## src/rtl/lenet_pkg.sv

```systemverilog
// lenet_pkg: dimensions and types shared by the LeNet feature-map blocks.
package lenet_pkg;

   localparam int DW           = 16;
   localparam int FM1_CH       = 6;
   localparam int FM1_ROWPAIRS = 14;
   localparam int FM1_LANES    = 56;
   localparam int POOL1_LANES  = 14;

   // One word per (channel, row pair); the last word closes a pass.
   localparam int              FM1_WORDS = FM1_CH * FM1_ROWPAIRS;
   localparam logic [6:0]      LAST_ADDR = 7'(FM1_WORDS - 1);

   typedef enum logic [1:0] {
      ST_IDLE  = 2'd0,
      ST_READ  = 2'd1,
      ST_DRAIN = 2'd2,
      ST_DONE  = 2'd3
   } pool1_state_e;

endpackage

```

## src/rtl/pool_max4.sv

```systemverilog
// pool_max4: combinational signed maximum of four DW-bit values.
module pool_max4 #(
   parameter int DW = 16
) (
   input  logic [DW-1:0] a,
   input  logic [DW-1:0] b,
   input  logic [DW-1:0] c,
   input  logic [DW-1:0] d,
   output logic [DW-1:0] y
);

   logic [DW-1:0] ab;
   logic [DW-1:0] cd;

   // Two-level tree of signed compares; on a tie either operand is the same value.
   always_comb begin
      ab = ($signed(a) > $signed(b))  ? a  : b;
      cd = ($signed(c) > $signed(d))  ? c  : d;
      y  = ($signed(ab) > $signed(cd)) ? ab : cd;
   end

endmodule

```

## src/rtl/pool_1.sv

```systemverilog
// pool_1: 2x2 max pooling of the conv_1 map (6 x 28x28 -> 6 x 14x14).
// Each input word holds a row pair; each one produces one pooled output row
// at the same word address. Reads stream one per cycle, writes follow
// RD_LAT+1 cycles later through a valid/address shift register.
module pool_1 #(
   parameter int DW      = lenet_pkg::DW,
   parameter int RD_LAT  = 2,
   parameter bit RELU_EN = 1'b0
) (
   input  logic                                 clk,
   input  logic                                 rst,
   input  logic                                 pool_1_en,
   output logic                                 fm_bram_1_en,
   output logic [6:0]                           fm_bram_1_addr,
   input  logic [lenet_pkg::FM1_LANES*DW-1:0]   fm_bram_1_dout,
   output logic                                 fm_bram_2_we,
   output logic [6:0]                           fm_bram_2_addr,
   output logic [lenet_pkg::POOL1_LANES*DW-1:0] fm_bram_2_din,
   output logic                                 pool_1_busy,
   output logic                                 pool_1_finish
);

   import lenet_pkg::*;

   localparam int HALF = FM1_LANES / 2;

   pool1_state_e state_q, state_d;
   logic         en_prev_q, en_prev_d;
   logic [6:0]   rd_addr_q, rd_addr_d;
   logic [RD_LAT:0] vld_q, vld_d;
   logic [6:0]   wa_q [RD_LAT+1];
   logic [6:0]   wa_d [RD_LAT+1];
   logic [POOL1_LANES*DW-1:0] din_q, din_d;
   logic [POOL1_LANES*DW-1:0] pooled;
   logic         start;
   logic         abort;
   logic         last_wr;

   // Fourteen 2x2 windows: lanes 2m, 2m+1 of the upper row and the same
   // columns of the lower row, optionally clamped at zero.
   for (genvar m = 0; m < POOL1_LANES; m++) begin : g_lane
      logic [DW-1:0] mx;
      pool_max4 #(.DW(DW)) u_max (
         .a (fm_bram_1_dout[(2*m)*DW        +: DW]),
         .b (fm_bram_1_dout[(2*m+1)*DW      +: DW]),
         .c (fm_bram_1_dout[(HALF+2*m)*DW   +: DW]),
         .d (fm_bram_1_dout[(HALF+2*m+1)*DW +: DW]),
         .y (mx)
      );
      assign pooled[m*DW +: DW] = (RELU_EN && mx[DW-1]) ? '0 : mx;
   end

   assign start   = pool_1_en & ~en_prev_q;
   assign last_wr = vld_q[RD_LAT] && (wa_q[RD_LAT] == LAST_ADDR);

   // Next-state logic; dropping the enable mid-pass returns to IDLE and
   // flags an abort that flushes the write pipeline.
   always_comb begin
      state_d   = state_q;
      rd_addr_d = rd_addr_q;
      abort     = 1'b0;
      en_prev_d = pool_1_en;
      case (state_q)
         ST_IDLE: begin
            if (start) state_d = ST_READ;
         end
         ST_READ: begin
            if (!pool_1_en) begin
               state_d   = ST_IDLE;
               abort     = 1'b1;
               rd_addr_d = '0;
            end else if (rd_addr_q == LAST_ADDR) begin
               state_d   = ST_DRAIN;
               rd_addr_d = '0;
            end else begin
               rd_addr_d = rd_addr_q + 7'd1;
            end
         end
         ST_DRAIN: begin
            if (!pool_1_en) begin
               state_d = ST_IDLE;
               abort   = 1'b1;
            end else if (last_wr) begin
               state_d = ST_DONE;
            end
         end
         ST_DONE: begin
            if (!pool_1_en) state_d = ST_IDLE;
         end
         default: state_d = ST_IDLE;
      endcase
   end

   // Valid/address shift register: stage RD_LAT-1 lines up with read data,
   // stage RD_LAT lines up with the registered pooled row.
   always_comb begin
      vld_d   = {vld_q[RD_LAT-1:0], fm_bram_1_en};
      wa_d[0] = rd_addr_q;
      for (int i = 1; i <= RD_LAT; i++) wa_d[i] = wa_q[i-1];
      if (abort) begin
         vld_d = '0;
         for (int i = 0; i <= RD_LAT; i++) wa_d[i] = '0;
      end
   end

   // Capture the pooled row in the cycle its read data is valid.
   always_comb begin
      din_d = din_q;
      if (vld_q[RD_LAT-1]) din_d = pooled;
   end

   // State and pipeline registers; en_prev_q follows the enable even during
   // reset so a level held through reset is not taken as a start edge.
   always_ff @(posedge clk) begin
      if (rst) begin
         state_q   <= ST_IDLE;
         rd_addr_q <= '0;
         vld_q     <= '0;
         din_q     <= '0;
         for (int i = 0; i <= RD_LAT; i++) wa_q[i] <= '0;
      end else begin
         state_q   <= state_d;
         rd_addr_q <= rd_addr_d;
         vld_q     <= vld_d;
         din_q     <= din_d;
         for (int i = 0; i <= RD_LAT; i++) wa_q[i] <= wa_d[i];
      end
      en_prev_q <= en_prev_d;
   end

   assign fm_bram_1_en   = (state_q == ST_READ);
   assign fm_bram_1_addr = rd_addr_q;
   assign fm_bram_2_we   = vld_q[RD_LAT];
   assign fm_bram_2_addr = wa_q[RD_LAT];
   assign fm_bram_2_din  = din_q;
   assign pool_1_busy    = (state_q == ST_READ) || (state_q == ST_DRAIN);
   assign pool_1_finish  = (state_q == ST_DONE);

endmodule

```

## config.mk

```make
export PLATFORM = sky130hd
export DESIGN_NAME = pool_1
export DESIGN_NICKNAME = d
export VERILOG_FILES = /design/src/rtl/lenet_pkg.sv /design/src/rtl/pool_max4.sv /design/src/rtl/pool_1.sv
export SDC_FILE = /design/constraint.sdc
export NUM_CORES = 2
export LEC_CHECK = 0
export BUFFER_PORTS_ARGS = -buffer_cell sky130_fd_sc_hd__clkbuf_2
export CORE_AREA = 4 4 449 451
export DETAILED_ROUTE_END_ITERATION = 7
export DIE_AREA = 0 0 453 455
export MAX_ROUTING_LAYER = met4
export PLACE_DENSITY_LB_ADDON = 0.08
export REMOVE_ABC_BUFFERS = 1
export SLEW_MARGIN = 20
export SYNTH_ARGS = -nofsm -noshare
export SYNTH_HDL_FRONTEND = slang
export SYNTH_SLANG_ARGS = --single-unit
```

## constraint.sdc

```tcl
create_clock -name clk -period 7.6 [get_ports clk]
set_clock_uncertainty 0.2 [all_clocks]
set_input_delay 1.14 -clock clk [delete_from_list [all_inputs] [get_ports clk]]
set_output_delay 1.14 -clock clk [all_outputs]
set_load 0.005 [all_outputs]
```

==> results.ini <==
[sta]
setup_tns_ns = 0
setup_ws_ns = 1.510
setup-violations-final = 0
max_clock_freq_ghz = 0.1642
whs_ns = 0.2204
period_minus_slack_ns = 6.090
timing_hold_violations_final = 0
relSlewSlack_pct = 28.95
rsz0062_at_grt = no
final_max_slew_viol_count = 0
worst_pin_slew_ns = 1.058
fin_crit_sh_pct = 80.14

[clock_network]
htree_levels = 2
cts_resized = 0
cts_tree = done
worstSkewPairLatency_ns = 0.61
clock-sinks = 258
cts_buffer_depth = 3
cts_root_buf = clkbuf_16
clk_pin_slew_ns = 0.06
post_cts_buffers = 0
cts_hold_buf = 0
cts_buffers = 42

[worst_setup_path]
r2r_slack_ns = 4.67
crit_arrival_ns = 6.33
worstPathRequired_ns = 7.84
critPathTopFamily = compound AO/OA/AOI/OAI gates
crit_chain = clkbuf_2 -> inv_1 -> ha_1 -> nand4_1 -> nor4_1 -> a21boi_0 -> or4_1 -> a22o_1 -> buf_4 -> mux2i_1 -> inv_1 -> ha_1 -> a21o_1 -> a21o_1 -> a21oi_1 -> o21ai_0 -> o211a_1 -> o21ai_1 -> buf_4 -> o221ai_1
r2r-end = fm_bram_2_din[6]$_SDFFE_PP0P_
end_kind = flip-flop
critPathBufInv = 5
worstSetupStartpointType = input pin
reg2reg_depth = 5
r2r-start = vld_q[1]$_SDFF_PP0_
max_stage_delay_ns = 0.62
criticalPathCategory = input pin to flip-flop
crit_path_top_delay_cell = nor4_1
crit_fanout = 12

[synth]
netlist_instances = 4338
synth_area_per_cell_um2 = 7.805
ys_ff_latch = 258
synth_flop_cell = dfxtp_1
yosysUniqueCellTypes = 68
yosysSeqAreaShare_pct = 15.26
synth_edf_count = 0
asyncSetResetFlopFracSynth_pct = 0
yosysWarningCount = 0
syn_area_mm2 = 0.03386

[min_path]
worstHoldStart = wa_q[0][3]$_SDFF_PP0_
hp-class = flip-flop to flip-flop
holdPathEnd = wa_q[0][10]$_SDFF_PP0_
hold_depth = 1

[placed_design]
numPortBuffers = 1140
preCtsSetupSlack_ns = 0.8099
hpwl_mm = 175.8
gp_congestion = 0.8964
place_area_mm2 = 0.04275

[drt]
num_vias = 37221
wl_per_cell_um = 24.96
vias_per_cell = 4.580
drtPass1Iterations = 7
wl_mm = 202.8
ant_nets = 0
drtIter0Drc = 1996
drc = 0

[cells_and_area]
nets = 6980
area_growth_pct = 30.57
final_common_cell = clkbuf_2
fillCellCount = 22320
final_cell_mix = clkbuf_2 (1139), ha_1 (678), inv_1 (633), dfxtp_1 (257), mux2i_1 (249)
stdcell_area_mm2 = 0.04421
drive_gt1_share_pct = 25.62

[global_routing]
grtUsageTotal_pct = 19.15
grt_pass1_vias = 37225
overflow = 0
antenna_found_initial = 77
grt_first_pass_wirelength_mm = 278.4
grt_max_degree = 91

[power]
p_per_area_mw_per_mm2 = 150.2
clkPwrFrac_pct = 29.9
p_int_mw = 3.841
combPwrFrac_pct = 47.9
irDropWorstVdd_v = 0.00009298
p_switching_mw = 2.798
p_total_mw = 6.638
p_seq_share_pct = 22.1
p_leak_nw = 22.89
swShare_pct = 42.14

[run_status]
status = completed

[run]
cap_violations = 0

[floorplan]
core_area_mm2 = 0.1972
die_w_um = 453
initial_core_util_pct = 17.17
die_area_mm2 = 0.2061
dieHeight_um = 455
io_pins = 1141
num_rows = 163

[metrics by stage]
step / instances / util, %
3_5_place_dp: 7999 / 21.68
5_1_grt: 8121 / 22.41
6_report: 8126 / 22.42
4_1_cts: 8074 / 22.35
3_3_place_gp: 7999 / 21.68
2_1_floorplan: 4127 / -
[cell type report]
type | instances | area, um^2 | share of cell area (%)
repair buffers | 1232 | 6424 | 14.53
flip-flops and latches | 258 | 5166 | 11.69
clock buffers | 58 | 1192 | 2.697
diodes | 52 | 130.1 | 0.2944
clock inverters | 17 | 130.1 | 0.2944
multi-input cells | 3234 | 25460 | 57.60
well taps | 2640 | 3303 | 7.472
inverters | 635 | 2396 | 5.420
[per-layer routing]
layer,vias up,track usage [%],routed length [um]
li1,18338,-,-
met1,17652,22.03,84080
met2,1047,34.21,103400
met3,184,3.405,9997
met4,0,4.925,5335
met5,-,-,0
[cell families (layout without fill, tap and decap cells)]
kind of cell,count (synthesis),count (layout),share of synthesized area (%)
AO/OA/AOI/OAI,1138,1138,23.64
AND/OR/NAND/NOR,1129,1129,17.71
buffers and inverters,846,1942,9.649
adder cells (fa/ha/maj),678,678,25.06
multiplexers,289,289,8.696
flip-flops,258,258,15.26
other,0,52,0
[synthesized netlist by cell type, types with 47 or more instances]
library cell / n / area [um^2]
mux2i_1: 250 / 2502
inv_1: 634 / 2380
dfxtp_1: 258 / 5165
nand4_1: 134 / 838.3
a31oi_1: 90 / 563.0
ha_1: 678 / 8483
o21a_1: 49 / 367.9
and4_1: 47 / 411.6
o211ai_1: 53 / 397.9
o221ai_1: 140 / 1226
and3_1: 86 / 538.0
nand3_1: 221 / 1106
nand2_1: 220 / 825.8
clkbuf_1: 154 / 578.1
a21boi_0: 48 / 360.4
a21oi_1: 238 / 1191
nor3_1: 58 / 290.3
o21ai_0: 160 / 800.8
a21o_1: 90 / 675.7
nor2_1: 138 / 518.0
[worst reg2reg max path, stage by stage, from the launching register on]
cell	delay [ns]
dfxtp_2	0.38
inv_8	0.20
nor2_4	0.53
buf_4	0.53
and2_1	0.76
a221o_1	0.27
[sequential cells by signal, summed over array words and instances, names as in the netlist]
signal / cells
fm_bram_1_addr: 7
fm_bram_2_din: 224
state_q: 2
vld_q: 3
wa_q: 21
en_prev_q: 1
[power groups by stage]
| stage | Clock (mW) | Combinational (mW) | Sequential [mW] |
|---|---|---|---|
| 2_1_floorplan | 0 | 1.86 | 1.49 |
| 3_3_place_gp | 0 | 3.22 | 1.50 |
| 3_5_place_dp | 0 | 3.20 | 1.50 |
| 4_1_cts | 2.09 | 3.22 | 1.47 |
| 5_1_grt | 2.13 | 3.57 | 1.48 |
| 6_report | 1.99 | 3.18 | 1.47 |
[how the worst max path moves through the flow]
| stage | start | endpoint | slack, ns | depth (start not counted) |
|---|---|---|---|---|
| after detailed placement | fm_bram_1_dout[19] | fm_bram_2_din[6]$_SDFFE_PP0P_ | 0.81 | 16 |
| after floorplan | fm_bram_1_dout[57] | fm_bram_2_din[16]$_SDFFE_PP0P_ | 0.55 | 16 |
| after global routing | fm_bram_1_dout[158] | fm_bram_2_din[67]$_SDFFE_PP0P_ | 1.14 | 18 |
| final | fm_bram_1_dout[158] | fm_bram_2_din[67]$_SDFFE_PP0P_ | 1.51 | 20 |
| after CTS | fm_bram_1_dout[463] | fm_bram_2_din[6]$_SDFFE_PP0P_ | 1.53 | 17 |
| after global placement | fm_bram_1_dout[19] | fm_bram_2_din[9]$_SDFFE_PP0P_ | 0.77 | 16 |
Note: power is estimated with default switching activity, not from simulation.
